File: src/rtl/imm_pkg.sv
// Shared opcode constants, buffer entry type and range-check helpers for the
// RV32I immediate encoder (and the core's sign extender).
package imm_pkg;

  localparam logic [4:0] OPC_LUI    = 5'b01101;
  localparam logic [4:0] OPC_AUIPC  = 5'b00101;
  localparam logic [4:0] OPC_OPIMM  = 5'b00100;
  localparam logic [4:0] OPC_LOAD   = 5'b00000;
  localparam logic [4:0] OPC_STORE  = 5'b01000;
  localparam logic [4:0] OPC_JALR   = 5'b11001;
  localparam logic [4:0] OPC_JAL    = 5'b11011;
  localparam logic [4:0] OPC_BRANCH = 5'b11000;

  typedef struct packed {
    logic [31:0] instr;
    logic        err;
  } enc_entry_t;

  // True when v[31:bits-1] are all equal, i.e. v is a sign-extended bits-wide value.
  function automatic logic fits_signed(input logic [31:0] v, input int unsigned bits);
    logic [31:0] s;
    s = $signed(v) >>> (bits - 1);
    return (s == '0) || (s == '1);
  endfunction

  function automatic logic fits_unsigned(input logic [31:0] v, input int unsigned bits);
    return (v >> bits) == '0;
  endfunction

endpackage

File: src/rtl/imm_field_pack.sv
// Combinational scatter of a 32-bit extended immediate into RV32I instruction
// bit positions, plus the representability check for the target format.
module imm_field_pack
  import imm_pkg::*;
(
  input  logic [31:0] imm_in,
  input  logic [4:0]  op_code,
  input  logic        enc_en,
  input  logic        enc_unsigned,
  output logic [31:0] instr_o,
  output logic        err_o
);

  always_comb begin
    // NOTE: defaults first so every path assigns every output; no latch.
    instr_o = {25'd0, op_code, 2'b11};
    err_o   = 1'b0;
    if (enc_en) begin
      unique case (op_code)
        OPC_LUI, OPC_AUIPC: begin
          instr_o[31:12] = imm_in[31:12];
          err_o          = |imm_in[11:0];
        end
        OPC_OPIMM, OPC_LOAD, OPC_JALR: begin
          instr_o[31:20] = imm_in[11:0];
          err_o          = enc_unsigned ? !fits_unsigned(imm_in, 12) : !fits_signed(imm_in, 12);
        end
        OPC_STORE: begin
          instr_o[31:25] = imm_in[11:5];
          instr_o[11:7]  = imm_in[4:0];
          err_o          = enc_unsigned ? !fits_unsigned(imm_in, 12) : !fits_signed(imm_in, 12);
        end
        OPC_BRANCH: begin
          instr_o[31]    = imm_in[12];
          instr_o[30:25] = imm_in[10:5];
          instr_o[11:8]  = imm_in[4:1];
          instr_o[7]     = imm_in[11];
          err_o          = imm_in[0] |
                           (enc_unsigned ? !fits_unsigned(imm_in, 13) : !fits_signed(imm_in, 13));
        end
        OPC_JAL: begin
          // JAL offsets are always signed; enc_unsigned has no meaning here.
          instr_o[31]    = imm_in[20];
          instr_o[30:21] = imm_in[10:1];
          instr_o[20]    = imm_in[11];
          instr_o[19:12] = imm_in[19:12];
          err_o          = imm_in[0] | !fits_signed(imm_in, 21);
        end
        default: err_o = 1'b1;
      endcase
    end
  end

endmodule

File: src/rtl/imm_encoder.sv
// Immediate encoder with valid/ready handshake and a DEPTH-entry output FIFO.
// Optional error counter port enabled by defining IMM_ENCODER_ERR_CNT_EN.
module imm_encoder
  import imm_pkg::*;
#(
  parameter int DEPTH = 2
) (
  input  logic        clk,
  input  logic        rst,
  input  logic        in_valid,
  output logic        in_ready,
  input  logic [31:0] imm_in,
  input  logic [4:0]  op_code,
  input  logic        enc_en,
  input  logic        enc_unsigned,
  output logic        out_valid,
  input  logic        out_ready,
  output logic [31:0] instr_out,
  output logic        range_err
`ifdef IMM_ENCODER_ERR_CNT_EN
  ,
  output logic [15:0] err_count
`endif
);

  localparam int CNT_W = $clog2(DEPTH + 1);
  localparam int PTR_W = $clog2(DEPTH);

  logic [PTR_W-1:0] wr_ptr_q, wr_ptr_d, rd_ptr_q, rd_ptr_d;
  logic [CNT_W-1:0] count_q, count_d;
  enc_entry_t       mem_q [DEPTH];
  enc_entry_t       enc;
  logic [31:0]      enc_instr;
  logic             enc_err;
  logic             push, pop;

  imm_field_pack u_pack (
    .imm_in       (imm_in),
    .op_code      (op_code),
    .enc_en       (enc_en),
    .enc_unsigned (enc_unsigned),
    .instr_o      (enc_instr),
    .err_o        (enc_err)
  );

  function automatic logic [PTR_W-1:0] ptr_inc(input logic [PTR_W-1:0] p);
    return (p == PTR_W'(DEPTH - 1)) ? '0 : p + PTR_W'(1);
  endfunction

  always_comb begin
    enc       = '{instr: enc_instr, err: enc_err};
    in_ready  = (count_q != CNT_W'(DEPTH));
    out_valid = (count_q != '0);
    push      = in_valid & in_ready;
    pop       = out_valid & out_ready;
    wr_ptr_d  = push ? ptr_inc(wr_ptr_q) : wr_ptr_q;
    rd_ptr_d  = pop  ? ptr_inc(rd_ptr_q) : rd_ptr_q;
    count_d   = count_q;
    if (push && !pop)      count_d = count_q + CNT_W'(1);
    else if (pop && !push) count_d = count_q - CNT_W'(1);
    instr_out = out_valid ? mem_q[rd_ptr_q].instr : '0;
    range_err = out_valid ? mem_q[rd_ptr_q].err   : 1'b0;
  end

  // NOTE: sequential state uses non-blocking assignments only.
  always_ff @(posedge clk or posedge rst) begin
    if (rst) begin
      wr_ptr_q <= '0;
      rd_ptr_q <= '0;
      count_q  <= '0;
    end else begin
      wr_ptr_q <= wr_ptr_d;
      rd_ptr_q <= rd_ptr_d;
      count_q  <= count_d;
    end
  end

  // NOTE: storage is not reset; outputs are masked by out_valid when empty.
  always_ff @(posedge clk) begin
    if (push) mem_q[wr_ptr_q] <= enc;
  end

`ifdef IMM_ENCODER_ERR_CNT_EN
  logic [15:0] err_cnt_q, err_cnt_d;

  always_comb begin
    err_cnt_d = err_cnt_q;
    if (push && enc_err && err_cnt_q != 16'hFFFF) err_cnt_d = err_cnt_q + 16'd1;
  end

  always_ff @(posedge clk or posedge rst) begin
    if (rst) err_cnt_q <= '0;
    else     err_cnt_q <= err_cnt_d;
  end

  assign err_count = err_cnt_q;
`endif

endmodule

File: config.mk
export PLATFORM = sky130hd
export DESIGN_NAME = imm_encoder
export DESIGN_NICKNAME = d
export VERILOG_FILES = /design/src/rtl/imm_pkg.sv /design/src/rtl/imm_field_pack.sv /design/src/rtl/imm_encoder.sv
export SDC_FILE = /design/constraint.sdc
export NUM_CORES = 1
export LEC_CHECK = 0
export BUFFER_PORTS_ARGS = -buffer_cell sky130_fd_sc_hd__buf_2
export CAP_MARGIN = 10
export CELL_PAD_IN_SITES_DETAIL_PLACEMENT = 1
export CELL_PAD_IN_SITES_GLOBAL_PLACEMENT = 1
export CORE_MARGIN = 2
export CORE_UTILIZATION = 30
export CTS_CLUSTER_SIZE = 8
export DETAILED_ROUTE_END_ITERATION = 16
export GPL_TIMING_DRIVEN = 0
export PLACE_DENSITY_LB_ADDON = 0.1
export SLEW_MARGIN = 20
export SYNTH_ARGS = -nofsm -noshare
export SYNTH_HDL_FRONTEND = slang
export SYNTH_SLANG_ARGS = --single-unit
File: constraint.sdc
create_clock -name clk -period 3 [get_ports clk]
set_clock_uncertainty 0.1 [all_clocks]
set_input_delay 0.3 -clock clk [delete_from_list [all_inputs] [get_ports clk]]
set_output_delay 0.3 -clock clk [all_outputs]
set_load 0.01 [all_outputs]
After elaboration in Yosys (flattened, before gate mapping). Memories as Yosys holds them, arrays and structs flattened. Index checks and enable logic that the tools add are counted.

Register bits after elaboration: 4. Memory bits (writable): 62. Word-level logic and storage cells: 65. Memories kept: 1.

Memory list: mem_q (depth 2, bits a word 31, read ports 1, clocked after Yosys merged registers in 0, write ports 1, RTL line imm_encoder.sv:31) `enc_entry_t mem_q [DEPTH];`.

Add/subtract/negate cells: 4. Equal/unequal tests: 11. Muxes and demuxes: 17. Bitwise gates (word level): 4. Reduce and logical (&&, ||, !) cells: 25.

Operators by type and width (number): $logic_not A32 Y1 (5); $eq A32 B32 Y1 const B (3); $mux W32 (1); $pmux W7 S4 (1); $mux W25 (1); $eq A5 B5 Y1 const B (3); $pmux W5 S3 (1); $reduce_or A12 Y1 (1); $eq A5 B3 Y1 const B (2); $eq A5 B4 Y1 const B (2); $pmux W5 S2 (1); $mux W1 (8); $mux W8 (1); $logic_not A1 Y1 (7); $reduce_or A3 Y1 (2); $logic_not A5 Y1 (1); $mux W2 (2); $pmux W1 S4 (1); $reduce_bool A2 Y1 (2); $reduce_or A4 Y1 (1); $logic_or A1 B1 Y1 (3); $add A1 B1 Y1 const B (2); $add A2 B1 Y2 const B (1); $and A1 B1 Y1 (2); 5 further kinds (7).

Depth between registers and ports, before layout.
Depth in word-level cells: 7. Gate-level depth with buffers: 7.

Hierarchy. A second synthesis with hierarchy kept.

Cell total of the unflattened synthesis: 274. Area, all modules: 3454.6 µm².

Modules (own cells, without submodules): imm_encoder (instances 1, cells an instance 159, area an instance 2721.4 µm², seq. area each 2082.0 µm²); imm_field_pack (instances 1, cells an instance 115, area an instance 733.2 µm², seq. area each 0.0 µm²).

Worst setup path before layout. OpenSTA, ideal clock, no wires.

Path kind: register to register. Start point: reg count_q[0]. End point: mem mem_q[0][0] in the netlist's numbering, enable pin. Arrival: 2.020 ns. Data required time: 2.481 ns. Path slack: 0.461 ns. Stages on the path, launching flop included: 4. Period minus slack after synthesis: 2.539 ns. Cell sequence: dfrtp_1 nand2b_1 nand2_1 nor2_1.

Word-level cells in the longest chain between the ends: 4.

Ends and longest elaborated chain: from (decl) (RTL line imm_encoder.sv:30) `logic [CNT_W-1:0] count_q, count_d;`; from (signal assigned) (RTL line imm_encoder.sv:74) `count_q <= count_d;`; $ne A2 B2 Y1 (RTL line imm_encoder.sv:52) `in_ready = (count_q != CNT_W'(DEPTH));`; net in_ready (RTL line imm_encoder.sv:11) `output logic in_ready,`; $and A1 B1 Y1 (RTL line imm_encoder.sv:54) `push = in_valid & in_ready;`; $mux W1 (RTL line imm_encoder.sv:80) `if (push) mem_q[wr_ptr_q] <= enc;`; $mux W1 (implied by the code) (RTL line imm_encoder.sv:80); to (decl) (RTL line imm_encoder.sv:31).

The timed path passes the listed nets, and every way through them passes these cells.

Worst setup path in the final report.
Start point: reg count_q[0]. End point: out instr_out[14].

Word-level cells in the longest chain between the ends: 2.

Ends and longest elaborated chain: $reduce_bool A2 Y1 (RTL line imm_encoder.sv:53) `out_valid = (count_q != '0);`; $mux W32 (RTL line imm_encoder.sv:61) `instr_out = out_valid ? mem_q[rd_ptr_q].instr : '0;`; to (decl) (RTL line imm_encoder.sv:18) `output logic [31:0] instr_out,`.

Every way passes these cells.

==> summary.txt <==
Run status
  • Status: completed

Routing
  • Final wirelength: 8085 um
  • Routed len/inst: 16.60 um
  • Vias post-DR: 2317
  • Residual DRC: 0
  • DR vias/cell: 4.758
  • DR pass1 iterations: 4
  • Initial drt markers: 95
  • DRT antenna net count: 0

Clocking
  • Clock buffer depth: 2
  • Clock root buffer: clkbuf_8
  • CTS buffer count: 9
  • Clk slew on worst S/H paths: 70 ps
  • CTS tree: built
  • H-tree levels: 3
  • Clock latency on the worst-skew pair: 340 ps
  • Clock tree sinks: 66
  • Post-CTS setup buffer count: 0

Power
  • Leakage: 0.001611 uW
  • Flop pwr share: 0.401
  • Sw frac: 0.3585
  • P_int: 2124 uW
  • Switching pwr: 1187 uW
  • Peak VDD IR: 0.0002795 V
  • Comb pwr share: 0.401
  • Clock share of power: 0.198
  • Pwr dens: 836.0 nW/um^2

Timing
  • Worst setup margin: 720.9 ps
  • Setup tns final: 0 ps
  • RSZ-0062 raised after global routing: false
  • Peak Freq: 438.8 MHz
  • Endpoints failing hold: 0
  • Max_slew headroom: 0.3700
  • Hold slack: 68.22 ps
  • Least-Margin Pin Slew: 939.4 ps
  • Final critical-path required period: 2279 ps
  • Slew Viols, Final: 0
  • Setup-failing EPs final: 0
  • Tcrit/Tclk final: 0.7597

Yosys
  • Synth Area in Simple Gates: 0.1624
  • Syn_area_per_cell: 12.39 sq um
  • Area share of the largest cell type after synthesis: 0.5893
  • Synthesized instance count: 255
  • Library cells used by synthesis: 39
  • Main combinational cell family by area after synthesis: simple AND/OR/NAND/NOR gates
  • Synthesized Nets: 299
  • Async set-reset flop share out of synthesis: 0.06061
  • Top cells by area, synth: edfxtp_1 59%, mux2i_1 10%, nor2_1 5.9%
  • Post-Synth Adder-Cell Area: 0.003960
  • XOR/XNOR Fraction of Synth Area: 0.01386
  • Synth area leader: edfxtp_1
  • Post-synthesis mux area share: 0.1014
  • Synth Area in Compound Gates: 0.06733
  • Synthesized cell area: 3159 sq um
  • Post-synth EDFFs: 62
  • Yosys reg bits: 66
  • Main flop type after synthesis: edfxtp_1
  • Yosys warning total: 0
  • Sequential share of the synthesized area: 0.6210

Place
  • Port bufs: 77
  • RD Place Congestion: 0.7366
  • Pre-CTS setup slack: 761.2 ps
  • Post-DP HPWL: 6093 um

Floorplanning
  • I/O pins: 78
  • Cell row count: 37
  • Std-Cell Core Area: 10280 sq um
  • Die X: 106.6 um
  • Starting Density: 0.3074
  • Die height: 106.6 um
  • Total die area: 11370 sq um

GRT
  • Number of global-route vias before repair: 2402
  • Initial antenna violation count: 0
  • GRT overflow: 0
  • GR Util All Layers: 0.1488
  • Global-route wire length before repair: 12720 um
  • Pin count of the biggest net entering global routing: 22

Setup path
  • Crit path capture type: output port
  • R2R depth: 6
  • CP required: 2600 ps
  • CP arrival: 1880 ps
  • CP Launch Type: flop
  • FF-to-FF Start: count_q[0]$_DFFE_PP0P_
  • Reg2Reg Setup Slack: 1260 ps
  • Crit-path max FO: 10
  • Reg2reg end: count_q[1]$_DFFE_PP0P_
  • CP Class: flop to output port

Final layout
  • Ant diodes: 0
  • Nets: 390
  • Layout Area Growth over Synthesis: 25.35%
  • Share of post-route cells with drive strength above 1: 0.3105

Worst hold path
  • Worst Hold Depth: 1
  • Hold endpoint: mem_q[0][4]$_DFFE_PP_
  • Hold Startpoint: op_code[3]
  • Min-Delay Path Class: primary input to flop

Flow run
  • Max-Cap Viols: 0
==> cells in the final DEF (no fill, tap or decap), types with 2 or more instances in the layout <==
master and instances:
buf_2 84, edfxtp_1 62, nor2_1 49, mux2i_1 32
and2_1 12, a22oi_1 11, clkbuf_8 10, clkbuf_1 7
nand2_1 7, nor4_1 7, inv_1 6, nand3_1 5
nand4_1 5, a21oi_1 4, dfrtp_1 4, xnor2_1 3
nor2b_1 3, and3_1 3, clkinv_2 3, xor2_1 2
a211oi_1 2, nor3_1 2, o21ai_0 2, buf_4 2
clkinvlp_4 2, buf_16 2
==> what timing repair did <==
item	in CTS	in global routing
hold buffers	1	0
hold endpoints to repair	4	0
gates resized for setup	0	0
==> critical path, cell delays in order, from the launching register on <==
cell	delay (ps)
dfrtp_1	430
nor2_1	310
clkbuf_1	500
nor2_1	130
buf_2	170
==> area by class of cell <==
class	instances	area, sq um
buffer	15	72.57
multi-input combinational	168	1111
inverter	6	22.52
sequential	66	1962
timing repair buffer	80	450.4
clock buffer	11	141.4
clock inverter	5	30.03
fill	1178	6317
tap	136	170.2
==> power groups by stage <==
| stage | combinational, uW | clock, uW | sequential [uW] |
|---|---|---|---|
| 3_3_place_gp | 1290 | 0 | 1350 |
| 6_report | 1330 | 657 | 1330 |
| 3_5_place_dp | 1370 | 0 | 1350 |
| 4_1_cts | 1380 | 681 | 1330 |
| 5_1_grt | 1480 | 715 | 1350 |
| 2_1_floorplan | 805 | 0 | 1330 |
==> cells by family (layout without fill, tap and decap cells) <==
kind of cell,after synthesis,count (layout)
muxes,32,32
AOI/OAI and AO/OA,28,28
buffers and inverters,21,117
xor gates and xnor gates,5,5
DFF,66,66
adders and majority gates,1,1
and+or+nand+nor,102,102
==> flip-flops by register name, indices dropped and copies added, names as in the netlist <==
register and flops:
mem_q 62, rd_ptr_q 1, wr_ptr_q 1, count_q 2
==> synth_stat cells (all sizes together) (2+ instances only) <==
cell,number
nand3,5
xnor2,3
nor3,2
a211oi,2
dfrtp,4
clkbuf,6
buf,9
and3,4
a22oi,11
and2,13
edfxtp,62
nand4,5
a21oi,4
nand2,7
nor2,50
xor2,2
nor2b,3
o21ai,2
nor4,8
inv,6
mux2i,32
==> through the flow <==
| step | std cells | total power [uW] | area [sq um] | util |
|---|---|---|---|---|
| global placement | 468 | 2640 | 3715 | 0.3615 |
| detailed placement | 470 | 2716 | 3779 | 0.3677 |
| finish | 487 | 3311 | 3960 | 0.3853 |
| floorplan | 255 | 2139 | 3159 | - |
| CTS | 487 | 3386 | 3960 | 0.3853 |
| global route | 487 | 3537 | 3960 | 0.3853 |
==> worst max-delay path by stage <==
stage / start / to / slack [ps] / cells after the start
final: count_q[0]$_DFFE_PP0P_ / instr_out[14] / 720 / 4
after global routing: count_q[0]$_DFFE_PP0P_ / instr_out[14] / 530 / 4
after CTS: count_q[0]$_DFFE_PP0P_ / instr_out[14] / 580 / 4
after detailed placement: op_code[0] / mem_q[0][24]$_DFFE_PP_ / 760 / 7
after global placement: count_q[0]$_DFFE_PP0P_ / mem_q[0][14]$_DFFE_PP_ / -450 / 3
after floorplan: count_q[0]$_DFFE_PP0P_ / mem_q[0][0]$_DFFE_PP_ / 460 / 3
==> routing by layer <==
layer | vias up | global-route usage | part of all wire
met5 | - | 0 | 0
met4 | 0 | 0.05009 | 0.015
met3 | 13 | 0.04377 | 0.048
met2 | 52 | 0.2530 | 0.50
met1 | 1122 | 0.1806 | 0.44
li1 | 1130 | - | -
Power figures use the tool's default switching activity.
